`config.mk`:
```
export PLATFORM = sky130hd
export DESIGN_NAME = cache_mem_arbiter
export DESIGN_NICKNAME = d
export VERILOG_FILES = /design/src/rtl/cache_mem_arbiter.sv
export SDC_FILE = /design/constraint.sdc
export NUM_CORES = 1
export LEC_CHECK = 0
export ABC_AREA = 1
export ABC_CLOCK_PERIOD_IN_PS = 9200
export BUFFER_PORTS_ARGS = -buffer_cell sky130_fd_sc_hd__buf_4
export CORE_MARGIN = 5
export CORE_UTILIZATION = 35
export DETAILED_ROUTE_END_ITERATION = 7
export PLACE_DENSITY = 0.56
export SLEW_MARGIN = 20
export SYNTH_ARGS = -nofsm -noshare
export SYNTH_HDL_FRONTEND = slang
export SYNTH_SLANG_ARGS = --single-unit
```
`constraint.sdc`:
```
create_clock -name Clk -period 9.2 [get_ports Clk]
set_input_delay 1.38 -clock Clk [delete_from_list [all_inputs] [get_ports Clk]]
set_output_delay 1.38 -clock Clk [all_outputs]
set_load 0.05 [all_outputs]
```
`src/rtl/cache_mem_arbiter.sv`:
```
// Shares one 32-bit memory port between I-cache and D-cache: 4-beat line refills and single-beat stores.
// Optional ARB_ROUND_ROBIN_EN: alternate I vs D on simultaneous requests instead of fixed D > I priority.
module cache_mem_arbiter #(
  parameter int BEATS  = 4,
  parameter int ADDR_W = 32
) (
  input  logic                 Clk,
  input  logic                 Rst,
  input  logic                 imiss,
  input  logic [ADDR_W-1:0]    iaddr,
  input  logic                 dmiss,
  input  logic [ADDR_W-1:0]    daddr,
  input  logic                 dwrite,
  input  logic [31:0]          dwdata,
  output logic [32*BEATS-1:0]  linedata,
  output logic                 ireadready,
  output logic                 dreadready,
  output logic                 dwdone,
  output logic                 mem_req,
  output logic                 mem_we,
  output logic [ADDR_W-1:0]    mem_addr,
  output logic [31:0]          mem_wdata,
  input  logic                 mem_ack,
  input  logic [31:0]          mem_rdata
);

  localparam int BEAT_W = $clog2(BEATS);
  localparam int OFF_W  = BEAT_W + 2;
  localparam logic [BEAT_W-1:0] LAST_BEAT = BEAT_W'(BEATS - 1);

  typedef enum logic [1:0] {S_IDLE, S_RD_BURST, S_WR, S_DONE} state_t;
  typedef enum logic [1:0] {OWN_NONE, OWN_I, OWN_DR, OWN_DW} owner_t;

  state_t                  state_q, state_d;
  owner_t                  owner_q, owner_d;
  logic [BEAT_W-1:0]       beat_q, beat_d;
  logic [ADDR_W-1:OFF_W]   areg_q, areg_d;
  logic [32*BEATS-1:0]     linedata_q, linedata_d;
  logic                    mem_req_q, mem_req_d;
  logic                    mem_we_q, mem_we_d;
  logic [ADDR_W-1:0]       mem_addr_q, mem_addr_d;
  logic [31:0]             mem_wdata_q, mem_wdata_d;
  logic                    ireadready_q, ireadready_d;
  logic                    dreadready_q, dreadready_d;
  logic                    dwdone_q, dwdone_d;
  logic                    grant_dcls;

  // Line offset bits of the request addresses are implied by the burst/word sequencing.
  logic unused_addr_bits;
  assign unused_addr_bits = ^{iaddr[OFF_W-1:0], daddr[1:0]};

`ifdef ARB_ROUND_ROBIN_EN
  logic last_dgrant_q, last_dgrant_d;
  // On an I-vs-D conflict the class that was not granted last wins.
  assign grant_dcls = (dmiss | dwrite) & (~imiss | ~last_dgrant_q);
`else
  assign grant_dcls = dmiss | dwrite;
`endif

  always_comb begin
    // NOTE: every signal assigned here gets a default first, so no path can infer a latch.
    state_d      = state_q;
    owner_d      = owner_q;
    beat_d       = beat_q;
    areg_d       = areg_q;
    linedata_d   = linedata_q;
    mem_req_d    = mem_req_q;
    mem_we_d     = mem_we_q;
    mem_addr_d   = mem_addr_q;
    mem_wdata_d  = mem_wdata_q;
    ireadready_d = 1'b0;
    dreadready_d = 1'b0;
    dwdone_d     = 1'b0;
`ifdef ARB_ROUND_ROBIN_EN
    last_dgrant_d = last_dgrant_q;
`endif

    unique case (state_q)
      S_IDLE: begin
        mem_req_d = 1'b0;
        mem_we_d  = 1'b0;
        if (grant_dcls) begin
          areg_d = daddr[ADDR_W-1:OFF_W];
`ifdef ARB_ROUND_ROBIN_EN
          last_dgrant_d = 1'b1;
`endif
          if (dmiss) begin
            owner_d    = OWN_DR;
            state_d    = S_RD_BURST;
            beat_d     = '0;
            mem_req_d  = 1'b1;
            mem_addr_d = {daddr[ADDR_W-1:OFF_W], {BEAT_W{1'b0}}, 2'b00};
          end else begin
            // Store data and address settle on the bus for one cycle before mem_req rises.
            owner_d     = OWN_DW;
            state_d     = S_WR;
            mem_we_d    = 1'b1;
            mem_addr_d  = {daddr[ADDR_W-1:2], 2'b00};
            mem_wdata_d = dwdata;
          end
        end else if (imiss) begin
          areg_d     = iaddr[ADDR_W-1:OFF_W];
          owner_d    = OWN_I;
          state_d    = S_RD_BURST;
          beat_d     = '0;
          mem_req_d  = 1'b1;
          mem_addr_d = {iaddr[ADDR_W-1:OFF_W], {BEAT_W{1'b0}}, 2'b00};
`ifdef ARB_ROUND_ROBIN_EN
          last_dgrant_d = 1'b0;
`endif
        end
      end

      S_RD_BURST: begin
        if (mem_ack) begin
          linedata_d[32*beat_q +: 32] = mem_rdata;
          beat_d = beat_q + 1'b1;
          if (beat_q == LAST_BEAT) begin
            state_d      = S_DONE;
            mem_req_d    = 1'b0;
            ireadready_d = (owner_q == OWN_I);
            dreadready_d = (owner_q == OWN_DR);
          end else begin
            mem_addr_d = {areg_q, beat_d, 2'b00};
          end
        end
      end

      S_WR: begin
        if (!mem_req_q) begin
          mem_req_d = 1'b1;
        end else if (mem_ack) begin
          state_d   = S_DONE;
          mem_req_d = 1'b0;
          mem_we_d  = 1'b0;
          dwdone_d  = 1'b1;
        end
      end

      S_DONE: begin
        state_d = S_IDLE;
        owner_d = OWN_NONE;
      end

      default: state_d = S_IDLE;
    endcase
  end

  // NOTE: state flops use non-blocking assignments so every flop samples pre-edge values.
  always_ff @(posedge Clk or posedge Rst) begin
    if (Rst) begin
      state_q      <= S_IDLE;
      owner_q      <= OWN_NONE;
      beat_q       <= '0;
      areg_q       <= '0;
      linedata_q   <= '0;
      mem_req_q    <= 1'b0;
      mem_we_q     <= 1'b0;
      mem_addr_q   <= '0;
      mem_wdata_q  <= '0;
      ireadready_q <= 1'b0;
      dreadready_q <= 1'b0;
      dwdone_q     <= 1'b0;
    end else begin
      state_q      <= state_d;
      owner_q      <= owner_d;
      beat_q       <= beat_d;
      areg_q       <= areg_d;
      linedata_q   <= linedata_d;
      mem_req_q    <= mem_req_d;
      mem_we_q     <= mem_we_d;
      mem_addr_q   <= mem_addr_d;
      mem_wdata_q  <= mem_wdata_d;
      ireadready_q <= ireadready_d;
      dreadready_q <= dreadready_d;
      dwdone_q     <= dwdone_d;
    end
  end

`ifdef ARB_ROUND_ROBIN_EN
  always_ff @(posedge Clk or posedge Rst) begin
    if (Rst) last_dgrant_q <= 1'b0;
    else     last_dgrant_q <= last_dgrant_d;
  end
`endif

  assign linedata   = linedata_q;
  assign ireadready = ireadready_q;
  assign dreadready = dreadready_q;
  assign dwdone     = dwdone_q;
  assign mem_req    = mem_req_q;
  assign mem_we     = mem_we_q;
  assign mem_addr   = mem_addr_q;
  assign mem_wdata  = mem_wdata_q;

endmodule

```
# After elaboration in Yosys (flattened, before gate mapping)
# Index checks and enable logic that the tools add are counted.
# totals
regBits	231
input_bits	134
output_inout_bits	197
word_cells	93
# op_classes
n_addsub	2
eq_ne	13
shift	2
mux	47
bitwise_logic	2
reduce_logical	15
# ops
operator	n
$bwmux W128	1
$mux W32	4
$shift A32 B34 Y128 const A	1
$shiftx A32 B34 Y128	1
$pmux W32 S2	1
$mux W28	2
$neg A7 Y34	1
$mux W2	12
$mux W1	21
$ne A2 B2 Y1 const B	5
$reduce_and A3 Y1	3
$eq A2 B2 Y1 const B	4
$pmux W2 S2	2
$pmux W2 S4	1
$reduce_and A4 Y1	2
$reduce_bool A2 Y1	4
$ne A3 B3 Y1 const B	2
$reduce_and A2 Y1	3
$reduce_and A5 Y1	1
$eq A2 B1 Y1 const B	2
$mux W4	1
$pmux W1 S3	1
$reduce_bool A3 Y1	1
$add A2 B1 Y2 const B	1
other kinds (4)	4

# Longest topological paths before layout
# logic_depth
word_depth	4
ltp_mapped	10

# Worst setup path before layout
# OpenSTA, ideal clock, no wires.
# synth_timing
kind	input port to flip-flop
start	in dwrite
end	reg mem_addr_q[15] (netlist: mem_addr[15])
setup_time_ns	0.118
arrival_time_ns	2.091
path_slack_ns	6.991
cell_stages	8
path_buffers	2
cell_sequence	nor2_1 buf_2 buf_4 nand2_1 nand3_1 nand2_1 nand2_1 nand2_1
# synth_between
elab_chain_cells	3
elab_cells_between_ends	5
cone_classes	eq/ne (1); mux (2); bitwise (1); reduce/logical (1)
# synth_lines
element	line_no	text
from (decl)	13	input logic dwrite,
$or A1 B1 Y1 *	57	assign grant_dcls = dmiss | dwrite;
$ne A3 B3 Y1 (no source line) / $mux W32 (equally long branches)	n/a	
$reduce_and A4 Y1 (no source line) / $pmux W32 S2 (equally long branches)	n/a	
to (signal assigned)	172	mem_addr_q <= mem_addr_d;
to (decl)	41	logic [ADDR_W-1:0] mem_addr_q, mem_addr_d;
# Mark *: on every way between the ends. The rest lies on a longest branch, timed or not.
# A chain may end at the register's enable or synchronous reset.

# Final worst setup path
# layout_timing
start	reg state_q[1]
end	reg mem_addr_q[2] (netlist: mem_addr[2])
# layout_between
elab_chain_cells	3
elab_cells_between_ends	8
cone_classes	eq/ne (4); mux (1); reduce/logical (3)
# layout_lines
element	line_no	text
from (decl)	34	state_t state_q, state_d;
from (signal assigned)	165	state_q <= state_d;
$eq A2 B1 Y1 / $logic_not A2 Y1 (equally long branches)	78	unique case (state_q)
$ne A2 B2 Y1 (no source line), or another cell as far along	n/a	
$reduce_and A4 Y1 (no source line)	n/a	
# Several ways; a longest one is shown, not always the timed one.

==> reports/qor_table.md <==
| Metric | This run |
| --- | --- |
| Number of placement rows | 62 |
| Total standard cell area after synthesis | 0.0102 mm2 |
| Routed Wire Length | 33200 um |
| Global-route wire length before repair | 52300 um |
| Destination of the worst hold path | ireadready |
| Pleak | 0.00732 uW |
| Count of pins on the block boundary | 331 |
| Actual transition at the worst max-transition pin | 1.20 ns |
| Top Family by Delay on Critical Path | buffers and inverters |
| Startpoint of the tightest hold check path | owner_q[1] |
| Clock slew at reported path FFs | 0.06 ns |
| Setup slack, reg-to-reg | 6.44 ns |
| Overall global routing resource usage | 19.5% |
| Critical Path Slowest Stage Cell | clkinv_1 |
| Remaining global-route overflow | 0 |
| Number of library cell types mapped by synthesis | 24 |
| Area added between synthesis and finish | 34.9% |
| Final setup vio count | 0 |
| Postcts setup bufs | 0 |
| Synth top area cells | dfrtp_1 (56%), nand2_1 (16%), o21ai_0 (12%) |
| Num Clock Sinks | 229 |
| Clk_skew | 0.0144 ns |
| Worst R2R End | mem_addr[2] |
| Root Buffer Master | clkbuf_16 |
| Register area share after synthesis | 56.1% |
| Crit Reg-Reg Startpoint | state_q[1] |
| H-tree levels | 1 |
| Buffers from clock root to sink, at most | 3 |
| Fraction of synthesized cell area taken by the top area cell type | 56.1% |
| Number of global-route vias before repair | 9167 |
| Global placement routability congestion | 0.803 |
| Endpoint class of the critical path | flip-flop |
| Crit-path max FO | 34 |
| Detailed placer's ending HPWL | 21700 um |
| Detailed router's first-iteration violation count | 577 |
| Drt first pass iters | 5 |
| CTS Buf Count | 27 |
| Hold Crit Class | flip-flop to flip-flop |
| Most repeated cell in the gate-level netlist after synthesis | nand2_1 |
| Most common library cells after synthesis | nand2_1 (430), o21ai_0 (253), dfrtp_1 (229) |
| Final net count | 1668 |
| Diode insertion count for antenna repair | 0 |
| Biggest area consumer among synthesized cells | dfrtp_1 |
| Gate Count Post-Synth | 1237 |
| Crit path arrival time | 3.22 ns |
| Synthesis-stage register bit count | 229 |
| Setup TNS | 0 ns |
| Synthesis warning total | 0 |
| IR Drop Worst-Case VDD | 187 uV |
| Die width | 181 um |
| EDFF count, synth | 0 |
| Number of remaining DRC errors | 0 |
| Pin count of the biggest net entering global routing | 103 |
| Crit path buf inv count | 3 |
| Max-slew violations | 0 |
| Worst EP required | 9.66 ns |
| Post-DRT Antenna Nets | 0 |
| Max stage delay on crit path | 0.93 ns |
| Predominant post-synthesis flop cell | dfrtp_1 |
| Total power per unit cell area | 337 mW/mm2 |
| Depth of the worst register-to-register path | 7 |
| Flip-flop and latch area | 0.00573 mm2 |
| Via-to-Cell Ratio | 4.76 |
| Vert. Die Dim | 181 um |
| Final hold slack | 0.457 ns |
| Period utilisation layout | 30.0% |
| Footprint of the multi-input gates | 0.00368 mm2 |
| Setup repair after global routing missed its margin | false |
| Min cycle time layout | 2.76 ns |
| Antenna violations before repair | 0 |
| Final-report hold violation count | 0 |
| Die area | 0.0327 mm2 |
| Wire per inst | 17.3 um |
| Vias | 9149 |
| Proportion of layout cells with a drive suffix above 1 | 25.3% |
| Most used cell, CP | nand2_1 |
| Cts hold-fix bufs | 0 |
| Post-synthesis average cell area | 8.26 um2 |
| Async set-reset flop share out of synthesis | 100% |
| Result of the run | complete, no violations |
| Max-cap violations | 0 |
| Effective utilization at floorplan | 35.5% |
| Critical Setup Path Class | flip-flop to flip-flop |
| Number of I/O port buffers | 322 |
| CTS tree | yes |
| Latest clock arrival within the worst-skew pair | 0.53 ns |
| Core Area | 0.0288 mm2 |
| Quantity of gates resized following cts | 0 |
| Total power | 4640 uW |
| Hold Path Depth | 1 |
| Highest clock rate | 362 MHz |
| Final-layout fill cell count | 2841 |
| Worst slew margin relative to its limit | 19.9% |
| Worst Setup Start Kind | flip-flop |
| List of cells traversed by the critical path | inv_1, ha_1, buf_4, clkinv_1, o22ai_1, nand2_1, nand2_1 |
## layout by cell type (no fill, tap or decap), drive strengths merged
cell      synthesis  routed
nand2           431     431
buf              41     334
ha               13      13
inv             114     114
nand4             2       2
clkinv            1       5
o22ai             2       2
nor3              1       1
or2               1       1
nand3            56      56
a21oi             2       2
o21ai           294     294
conb              1       2
bufinv            0       3
clkbuf           39      40
nor2             10      10
dfrtp           229     229
clkinvlp          0       1
## through the flow
step,setup slack (ns),cell area [um2],utilization [%],std cells
floorplan,1.54,10200,-,1238
global placement,5.95,12800,44.6,1876
detailed placement,5.95,12800,44.6,1876
CTS,6.48,13800,47.8,1924
global route,6.14,13800,47.9,1924
finish,6.44,13800,47.9,1924
## cell type report
class                      count  area share, %
clock buffer                  40           5.84
sequential                   229           41.6
timing repair buffer         334           18.2
inverter                     115           3.22
clock inverter                 8          0.926
multi-input combinational    814           26.7
tap                          384           3.49
## sequential cells by signal (all words and copies together) (netlist names)
name / count
mem_wdata: 32
mem_addr: 30
state_q: 2
areg_q: 28
owner_q: 2
dreadready: 1
dwdone: 1
linedata: 128
ireadready: 1
mem_we: 1
beat_q: 2
mem_req: 1
## power breakdown
part	internal (uW)	switching (uW)	total, uW
sequential	1280	157	1440
clock	687	428	1120
combinational	554	1530	2090
## logic make-up (layout without fill, tap and decap cells)
| group | count (synthesis) | after routing | share of synthesized area [%] |
|---|---|---|---|
| flip-flops | 229 | 229 | 56.1 |
| buffers and inverters | 195 | 497 | 8.21 |
| AO/OA/AOI/OAI | 298 | 298 | 14.6 |
| AND/OR/NAND/NOR | 501 | 501 | 19.4 |
| adder cells (fa/ha/maj) | 13 | 13 | 1.59 |
| other | 1 | 2 | 0.0367 |
## layer usage
layer,vias to the layer above,global-route usage (%),routed length (um)
met5,-,0,0
met4,0,3.81,640
met3,42,5.99,2860
met2,324,32.0,15400
met1,4299,25.8,14300
li1,4484,-,-
## worst max path at each step
stage / startpoint / depth (start not counted) / endpoint / slack (ns)
after floorplan: Rst / 1 / areg_q[10] / 1.54
after global placement: dmiss / 7 / beat_q[1] / 5.95
after detailed placement: dmiss / 7 / beat_q[0] / 5.95
after CTS: dmiss / 7 / beat_q[1] / 6.48
after global routing: state_q[1] / 8 / mem_addr[14] / 6.14
final: state_q[1] / 7 / mem_addr[2] / 6.44
## worst reg2reg max path: stages, from the launching register on
cell and delay [ns]:
dfrtp_1 0.44, inv_1 0.15, ha_1 0.16, buf_4 0.37
clkinv_1 0.95, o22ai_1 0.47, nand2_1 0.09, nand2_1 0.07
Power figures use the tool's default switching activity.
